### src/rtl/tbird_seq.sv
// Thunderbird tail-light sequencer: left/right thermometer sweeps plus hazard flash, with a built-in step prescaler.
// Latency: every output is registered, so a request shows on the lamps one tick after it is seen; busy follows the same edge.
// Backpressure: none; requests are levels. Optional BRAKE_EN adds a brake input that lights every non-sequencing side.
module tbird_seq #(
    parameter int N_LIGHTS = 3,
    parameter int STEP_DIV = 1
) (
    input  logic                clk,
    input  logic                reset,
    input  logic                left,
    input  logic                right,
    input  logic                hazard,
`ifdef BRAKE_EN
    input  logic                brake,
`endif
    output logic [N_LIGHTS-1:0] lights_l,
    output logic [N_LIGHTS-1:0] lights_r,
    output logic                busy
);

    localparam int SW = $clog2(N_LIGHTS + 1);
    localparam int PW = (STEP_DIV > 1) ? $clog2(STEP_DIV) : 1;

    typedef enum logic [1:0] {IDLE, LEFT, RIGHT, HAZ} state_t;

    state_t                state, state_n;
    logic [SW-1:0]         step, step_n;
    logic                  haz_on, haz_on_n;
    logic [PW-1:0]         pcnt;
    logic                  tick;
    logic [N_LIGHTS-1:0]   therm, base_l, base_r, out_l, out_r;
    logic                  brk;

    assign tick = (pcnt == PW'(STEP_DIV - 1));

`ifdef BRAKE_EN
    assign brk = brake;
`else
    assign brk = 1'b0;
`endif

    always_comb begin
        state_n  = state;
        step_n   = step;
        haz_on_n = haz_on;
        if (tick) begin
            // Off phase of a side sequence re-evaluates requests exactly like IDLE.
            if (state == IDLE || ((state == LEFT || state == RIGHT) && (step == '0 || hazard))) begin
                haz_on_n = 1'b0;
                step_n   = '0;
                if (hazard || (left && right)) begin
                    state_n  = HAZ;
                    haz_on_n = 1'b1;
                end else if (left) begin
                    state_n = LEFT;
                    step_n  = SW'(1);
                end else if (right) begin
                    state_n = RIGHT;
                    step_n  = SW'(1);
                end else begin
                    state_n = IDLE;
                end
            end else if (state == LEFT || state == RIGHT) begin
                if (step < SW'(N_LIGHTS)) begin
                    step_n = step + SW'(1);
                end else begin
                    step_n  = '0;
                    state_n = ((state == LEFT) ? left : right) ? state : IDLE;
                end
            end else begin
                if (haz_on) begin
                    haz_on_n = 1'b0;
                end else if (hazard || (left && right)) begin
                    haz_on_n = 1'b1;
                end else begin
                    state_n = IDLE;
                end
            end
        end
    end

    always_comb begin
        therm  = (N_LIGHTS'(1) << step_n) - N_LIGHTS'(1);
        base_l = '0;
        base_r = '0;
        case (state_n)
            LEFT:    base_l = therm;
            RIGHT:   base_r = therm;
            HAZ:     begin
                base_l = {N_LIGHTS{haz_on_n}};
                base_r = {N_LIGHTS{haz_on_n}};
            end
            default: ;
        endcase
        out_l = base_l | {N_LIGHTS{brk && state_n != LEFT && state_n != HAZ}};
        out_r = base_r | {N_LIGHTS{brk && state_n != RIGHT && state_n != HAZ}};
    end

    always_ff @(posedge clk or posedge reset) begin
        if (reset) begin
            state    <= IDLE;
            step     <= '0;
            haz_on   <= 1'b0;
            pcnt     <= '0;
            lights_l <= '0;
            lights_r <= '0;
            busy     <= 1'b0;
        end else begin
            pcnt     <= tick ? '0 : pcnt + PW'(1);
            state    <= state_n;
            step     <= step_n;
            haz_on   <= haz_on_n;
            lights_l <= out_l;
            lights_r <= out_r;
            busy     <= (state_n != IDLE);
        end
    end

endmodule
### config.mk
export PLATFORM = sky130hd
export DESIGN_NAME = tbird_seq
export DESIGN_NICKNAME = d
export VERILOG_FILES = /design/src/rtl/tbird_seq.sv
export SDC_FILE = /design/constraint.sdc
export NUM_CORES = 1
export LEC_CHECK = 0
export BUFFER_PORTS_ARGS = -buffer_cell sky130_fd_sc_hd__buf_4
export CAP_MARGIN = 20
export CORE_AREA = 4 4 41 43
export CTS_CLUSTER_SIZE = 20
export DETAILED_ROUTE_END_ITERATION = 8
export DIE_AREA = 0 0 45 47
export PLACE_DENSITY_LB_ADDON = 0.15
export SYNTH_ARGS = -nofsm -noshare
export SYNTH_HDL_FRONTEND = slang
export SYNTH_SLANG_ARGS = --single-unit
### constraint.sdc
create_clock -name clk -period 5.9 [get_ports clk]
set_clock_uncertainty 0.05 [all_clocks]
set_input_delay 0 -clock clk [delete_from_list [all_inputs] [get_ports clk]]
set_output_delay 0 -clock clk [all_outputs]
set_load 0.05 [all_outputs]
==> results of run 1 <==
worst max-delay path, cell delays in order (launching register included):
cell	delay, ns
sky130_fd_sc_hd__dfrtp_1	0.40
sky130_fd_sc_hd__inv_1	0.06
sky130_fd_sc_hd__ha_1	0.44
sky130_fd_sc_hd__nor2_1	0.10
sky130_fd_sc_hd__a32oi_2	0.32
sky130_fd_sc_hd__a31oi_4	0.18
sky130_fd_sc_hd__nand2b_4	0.18
sky130_fd_sc_hd__a21oi_1	0.17
registers in the layout, summed over array words and instances (netlist names):
register,flops
lights_l,3
lights_r,3
state,2
step,2
busy,1
haz_on,1
cells in the final DEF, fill, tap and decap left out:
master and n:
sky130_fd_sc_hd__dfrtp_1 12, sky130_fd_sc_hd__buf_4 11, sky130_fd_sc_hd__a21oi_1 9, sky130_fd_sc_hd__inv_1 8
sky130_fd_sc_hd__nor2_1 4, sky130_fd_sc_hd__nand2_1 4, sky130_fd_sc_hd__ha_1 4, sky130_fd_sc_hd__clkbuf_4 3
sky130_fd_sc_hd__o21ai_2 2, sky130_fd_sc_hd__a31oi_4 2, sky130_fd_sc_hd__nand2b_4 2, sky130_fd_sc_hd__o21ai_1 2
sky130_fd_sc_hd__nand3_1 2, sky130_fd_sc_hd__xnor2_1 1, sky130_fd_sc_hd__or3b_1 1, sky130_fd_sc_hd__and2_4 1
sky130_fd_sc_hd__mux2_4 1, sky130_fd_sc_hd__mux2i_1 1, sky130_fd_sc_hd__a32oi_2 1, sky130_fd_sc_hd__or2_1 1
sky130_fd_sc_hd__a31oi_1 1, sky130_fd_sc_hd__a31o_2 1, sky130_fd_sc_hd__o32ai_1 1, sky130_fd_sc_hd__and2_1 1
sky130_fd_sc_hd__clkbuf_8 1, sky130_fd_sc_hd__dlygate4sd3_1 1
stage by stage:
stage	area, um^2	util, %
global placement	768	59.0
floorplan	691	-
detailed placement	768	59.0
finish	815	62.6
global route	815	62.6
CTS	815	62.6
per-layer routing:
| layer | GRT usage, % | wire length, um | vias up |
|---|---|---|---|
| li1 | - | - | 248 |
| met1 | 16.7 | 503 | 239 |
| met2 | 21.5 | 582 | 11 |
| met3 | 5.75 | 62 | 2 |
| met4 | 5.26 | 10 | 0 |
| met5 | 0 | 0 | - |
logic make-up (layout without fill, tap and decap cells):
family,after synthesis,in the layout,synth area share (%)
AND/OR/NAND/NOR,16,16,14.1
XOR/XNOR,1,1,1.27
AO/OA/AOI/OAI,19,19,22.5
multiplexers,2,2,3.62
buffers and inverters,11,24,7.79
adder cells (fa/ha/maj),4,4,7.25
flip-flops,12,12,43.5
worst min-delay path by stage:
stage / from / to / slack, ns
floorplan: reset / busy / -0.19
global placement: reset / lights_l[2] / -0.03
detailed placement: reset / step[1] / -0.02
CTS: hazard / step[0] / 0.13
global route: hazard / step[0] / 0.14
finish: hazard / step[0] / 0.13
layout make-up:
| class | instances | area (um^2) |
|---|---|---|
| Timing Repair Buffer | 12 | 92.6 |
| Inverter | 8 | 30.0 |
| Sequential cell | 12 | 300 |
| Clock buffer | 4 | 36.3 |
| Tap cell | 15 | 18.8 |
| Fill cell | 109 | 487 |
| Multi-Input combinational cell | 42 | 337 |
synth_stat cells, drive strengths merged:
| library cell | instances | share of area, % |
|---|---|---|
| a21oi | 9 | 6.5 |
| nand2b | 2 | 4.0 |
| nor2 | 4 | 2.2 |
| mux2i | 1 | 1.4 |
| and2 | 2 | 2.2 |
| o32ai | 1 | 1.3 |
| nand3 | 2 | 1.4 |
| xnor2 | 1 | 1.3 |
| buf | 2 | 2.7 |
| dfrtp | 12 | 43 |
| clkbuf | 1 | 0.72 |
| inv | 8 | 4.3 |
| or2 | 1 | 0.91 |
| a31oi | 3 | 7.1 |
| or3b | 1 | 1.3 |
| ha | 4 | 7.2 |
| mux2 | 1 | 2.2 |
| a31o | 1 | 1.3 |
| o21ai | 4 | 4.0 |
| nand2 | 4 | 2.2 |
| a32oi | 1 | 2.4 |
==> summary by stage, run 1 <==
Timing
The final-report max-slew violation count is 0. The clock period minus final worst setup slack is 2.00 ns. Across all setup checks in the final design, the least slack found is 3.90 ns. The number of endpoints failing setup at the final stage is 0. The tightest hold margin is 0.129 ns.

The total negative setup slack is 0 ns. Setup repair after global routing left no endpoint under its margin. The normalized max-slew margin is 71.4%.

The measured slew at the worst slew-check pin is 0.429 ns. Static timing analysis puts the maximum clock frequency at 0.501 GHz. The final count of hold timing violations is 0. The share of the cycle needed by the critical path after routing is 33.8%.

Clocking
CTS saw 12 sinks. The total setup buffers inserted after CTS is 0. The CTS buffer count is 3. The cell chosen for the clock root is sky130_fd_sc_hd__clkbuf_4. The clock reaches the later pin of the worst-skew pair after 0.27 ns. The post-CTS clock slew at the launch and capture registers of the worst setup and hold paths is 0.07 ns. The longest clock path from root to sink contains 2 buffers. The count of cells resized by post-cts repair is 0. The number of H-tree levels is 1. The TritonCTS clock tree is built. The number of buffers inserted for hold repair after clock tree synthesis is 1.

Worst setup path
Along the worst path, the maximum fanout reaches 9. STA classifies the critical path startpoint as a flip-flop. The critical path required time is 6.04 ns. In this run the worst setup path begins at state[0]. The slack of the worst reg-to-reg path is 3.90 ns. The worst register-to-register path begins at state[0]. The worst setup path is captured at a flip-flop. The destination of the critical timing path is lights_l[0]. The type of the worst setup path is reg2reg. Data arrives at the worst endpoint at 2.13 ns. The endpoint of the lowest-slack register-to-register path is lights_l[0]. The worst register-to-register path has a depth of 7.

GRT
For this run, the total global-route usage over all layers was measured as 13.7%. The via count of the first global-routing pass came to 458. The first global-routing pass estimated 1990 um of wire. Summed over all layers, the global routing overflow is 0. The pin count of the biggest net entering global routing is 13. The initial antenna violation count is 0.

Finish
The area overhead of the layout relative to synthesis is 17.9%. The antenna cell count is 0. At the end of the flow, the number of nets in the layout was 88.

The share of post-route cells with drive strength above 1 is 32.1%. Once layout is complete, the cells apart from fillers number 93.

Outcome
The run finished with clean final reports.

Drt
Dividing the detail-routed wire length by the instance count gives 12.5 um. The antenna violation net count after detailed routing is 0. In this run, the number of DRC markers left after iteration 0 of detailed routing was 13.

The total via count after detailed routing is 500. The post-detailed-routing wire length is 1160 um. The first-pass iteration count of the detailed router is 4. In the routed design, unresolved DRC markers number 0. In the routed layout, each cell is associated on average with a via count of 5.38.

Die
The number of placement rows is 13. The floorplan step set the die height to 47 um. The width of the chip is 45 um. The area of the core region is 1300 um^2. The die covers 2120 um^2. The initial utilization of the core area, before any placement, comes to 53.1%.

The number of placed I/O pins is 12.

Worst hold path
The path class of the tightest hold or removal check is in2reg. The hold-critical path depth is 3.

Place
During placement, the flow inserted port buffers numbering 11. The routability congestion estimate from global placement is 0.858. OpenSTA, run right after detailed placement, puts the worst setup slack at 3.91 ns. The sum of net half-perimeters after detailed placement is 896 um. The placed instance count is 88.

Synth
After synthesis, the netlist uses 25 different library cells. The synthesized area divided by synthesized cell count is 10.6 um^2. After synthesis the netlist holds a flip-flop and latch count of 12.

Summing every instance area after synthesis gives 691 um^2. The gate count after technology mapping is 65. During synthesis, Yosys emitted a total of 0 warnings. The post-synthesis net count is 74. The share of the yosys chip area belonging to registers is 43.5%.

Run
The max-capacitance violation count is 0.
Power of run 1 is not shown: default switching activity piles up to over one toggle a cycle in this logic, so the estimate is an artifact.
==> inputs of run 2 (changes only) <==
ABC_AREA = 1   (was unset)
CORE_AREA = unset   (was 4 4 41 43)
CORE_MARGIN = 4   (was unset)
CORE_UTILIZATION = 47   (was unset)
DIE_AREA = unset   (was 0 0 45 47)
clock period = 1.7 ns   (was 5.9 ns; I/O delays follow)
==> summary by stage, run 2 <==
Synth
The fraction of registers with async set or reset after synthesis came to 100% (unchanged). The synthesized area divided by synthesized cell count is 8.42 um^2 (-21%). The number of synthesized flops with an enable pin is 0 (unchanged). In the synthesized netlist the dominant register cell turns out to be sky130_fd_sc_hd__dfrtp_1. The top-area cell type share of the netlist area is 42.0% (-1.5 points). The share of the yosys chip area belonging to registers is 42.0% (-1.5 points). The area of the mapped netlist is 716 um^2 (+3.6%). In the synthesized netlist, the cells that appear most often are sky130_fd_sc_hd__nand2_1 (20), sky130_fd_sc_hd__dfrtp_1 (12), sky130_fd_sc_hd__nand3_1 (12). The library cell with the highest instance count after synthesis is sky130_fd_sc_hd__nand2_1. The number of storage elements in the synthesis netlist came to 12 (unchanged). The post-synthesis cell type with the largest combined area is sky130_fd_sc_hd__dfrtp_1.

The gate count after technology mapping is 85 (+31%). The post-synthesis net count is 94 (+27%). In the post-synthesis netlist, the biggest area contributors are sky130_fd_sc_hd__dfrtp_1 (42%), sky130_fd_sc_hd__nand2_1 (10%), sky130_fd_sc_hd__nand3_1 (8.4%). The number of library cell types mapped by synthesis is 18 (-28%). The warning count from the yosys run is 0 (unchanged).

Drt
The total via count after detailed routing is 662 (+32%). The DRC violation count after routing is 0 (unchanged). The routed wire length per instance was 13.1 um (+5.6%). The antenna violation net count after detailed routing is 0 (unchanged). The post-detailed-routing wire length was 1640 um (+42%).

The number of vias per cell is 5.30 (-1.5%). The first-pass iteration count of the detailed router is 4 (unchanged). The number of violations reported at the end of detailed-routing iteration 0 was 17 (+4).

Place
The number of port buffers is 11 (unchanged). The worst slack at placement was -0.0923 ns (-4.01 ns). The placed instance count is 115 (+31%). The routability congestion estimate from global placement came to 0.814 (-5.2%). The sum of net half-perimeters after detailed placement was 1160 um (+29%). The post-placement cell area is 847 um^2 (+10%).

Run
The max-capacitance violation count is 0 (unchanged).

Outcome
The run finished with clean final reports.

Worst setup path
The cell with the most instances on the worst path is sky130_fd_sc_hd__inv_2. The slowest stage of the critical path is the sky130_fd_sc_hd__dfrtp_1 cell. The kind of start point of the critical path is a flip-flop. The worst setup path is captured at a flip-flop. The critical path required time is 1.85 ns (-4.19 ns). The arrival time of data at the critical path endpoint was 1.80 ns (-0.33 ns). The setup path with the least slack is of type reg2reg. The peak fanout along the critical path is 7 (-2). The largest stage delay on the critical path came to 0.39 ns (-0.05 ns).

The critical path goes through inv_2, ha_4, nand2_2, inv_2, nand3_2, nand2_4, buf_6, o21ai_4, nand3_4, nand2_1.

Timing
The tightest hold margin is 0.0571 ns (-0.0714 ns). The achievable frequency is 0.606 GHz (+21%). Setup repair after global routing could not meet its margin everywhere.

The share of the cycle needed by the critical path after routing is 97.1% (+63 points). The measured slew at the worst slew-check pin is 0.443 ns (+0.0139 ns). The normalized max-slew margin is 70.5% (-0.92 points).

The final-report max-slew violation count is 0 (unchanged). The final count of hold timing violations is 0 (unchanged). The clock period minus final worst setup slack came to 1.65 ns (-0.345 ns).

The number of endpoints failing setup at the final stage is 0 (unchanged). The final worst setup slack is 0.0495 ns (-3.86 ns).

Clocking
TritonCTS built the clock tree. The worst-case clock buffer depth is 2 (unchanged). The total clock sinks is 12 (unchanged). The root buffer cell chosen for the clock tree is sky130_fd_sc_hd__clkbuf_4. The number of H-tree levels is 1 (unchanged). The CTS buffer count is 3 (unchanged). The clock latency of the later-clocked register in the worst-skew pair is 0.26 ns (about the same). The post-CTS clock slew at the launch and capture registers of the worst setup and hold paths is 0.06 ns (about the same).

Finish
The antenna cell count is 0 (unchanged). The share of post-route cells with drive strength above 1 was 44.5% (+12 points). The sequential standard cell area was 300 um^2 (unchanged). The largest registers in the layout are lights_l (3), lights_r (3). The post-layout instance area came to 980 um^2 (+20%).

The count of filler cells inserted in the layout is 102 (-6.4%). The area of combinational cells with multiple inputs is 422 um^2 (+25%). The number of cells in the finished layout apart from fillers came to 125 (+34%). The final net count came to 121 (+38%). The top cell types in the final layout, fill and taps aside, are sky130_fd_sc_hd__buf_4 (20), sky130_fd_sc_hd__nand2_1 (17), sky130_fd_sc_hd__dfrtp_1 (12), sky130_fd_sc_hd__nand3_1 (10), sky130_fd_sc_hd__nor2_1 (8). From synthesis to final layout, the design area changed by 36.9%. The commonest non-fill, non-tap cell in the layout is sky130_fd_sc_hd__buf_4.

GRT
The initial antenna violation count was 0 (unchanged). The total track usage came to 15.3% (+1.7 points). The total grt overflow is 0 (unchanged). The pin count of the biggest net entering global routing came to 13 (unchanged). The first-pass GRT wire length is 2310 um (+16%). The via count of the first global-routing pass was 549 (+20%).

Die
The area of the core region is 1370 um^2 (+5.0%). The die outline area is 2210 um^2 (+4.5%). The number of placed I/O pins came to 12 (unchanged).

The starting density of the core was 52.4% (-0.70 points). The number of placement rows is 13 (unchanged). The width of the chip was 47.0 um (+4.5%). The vertical extent of the die is 47.0 um (about the same).

Worst hold path
The worst hold path class is in2reg.
## run 2: cell count changes after synthesis, moves of 2 or more
cell and change:
sky130_fd_sc_hd__o21ai_2 -2, sky130_fd_sc_hd__nand3_1 +10, sky130_fd_sc_hd__nor2_1 +5, sky130_fd_sc_hd__nand2_1 +16, sky130_fd_sc_hd__nand2b_4 -2, sky130_fd_sc_hd__nor2_2 +2, sky130_fd_sc_hd__o21ai_4 +3, sky130_fd_sc_hd__a21oi_1 -9
sky130_fd_sc_hd__a31oi_4 -2, sky130_fd_sc_hd__inv_1 +3
## run 2: critical path, delay by kind of cell, from the launching register on
family / cells / cell delay [ns]
compound gates: 1 / 0.21
fa+ha+maj: 1 / 0.24
buf+inv: 3 / 0.25
flops: 1 / 0.39
simple gates: 5 / 0.46
## run 2: through the flow
| stage | util, % | setup TNS, ns |
|---|---|---|
| 6_report | 71.7 | 0 |
| 5_1_grt | 71.7 | -0.274 |
| 4_1_cts | 65.5 | 0 |
| 3_5_place_dp | 62.0 | -0.535 |
| 3_3_place_gp | 62.0 | -0.292 |
| 2_1_floorplan | - | 0 |
## run 2: worst paths after layout
kind,from,to,slack (ns),depth (start not counted)
min,left,state[0],0.06,3
max reg2reg,state[1],lights_l[0],0.05,10
max,state[1],lights_l[0],0.05,10
min in group asynchronous,reset,lights_l[2],0.26,3
max in group asynchronous,reset,step[0],1.03,3
min reg2reg,step[0],step[0],0.66,4
## run 2: per-layer routing
metal  global-route usage, %  vias to the layer above  routed length [um]
met1                    20.2                      312                 711
li1                        -                      321                   -
met4                    1.66                        0                   8
met3                    6.90                        2                 104
met2                    24.1                       27                 819
met5                       0                        -                   0
## run 2: timing repair
action / in CTS / in global routing
pin swaps: 0 / 12
gates resized for setup: 3 / 15
setup endpoints to repair: 7 / 7
buffers inserted: 0 / 6
hold endpoints to repair: 12 / 0
hold buffers: 1 / 0
## run 2: area by class of cell
type,count,share of cell area [%]
well taps,15,1.92
repair buffers,22,17.5
clock buffers,3,2.30
flip-flops and latches,12,30.7
multi-input cells,61,43.0
inverters,12,4.60
## run 2: cell families after synthesis
group                      count (synthesis)  share of synthesized area [%]
AOI/OAI and AO/OA                          7                           9.61
adders and majority gates                  4                           6.99
buffers and inverters                     12                           6.29
DFF                                       12                           42.0
and+or+nand+nor                           50                           35.1
Power of run 2 is left out for the same reason.
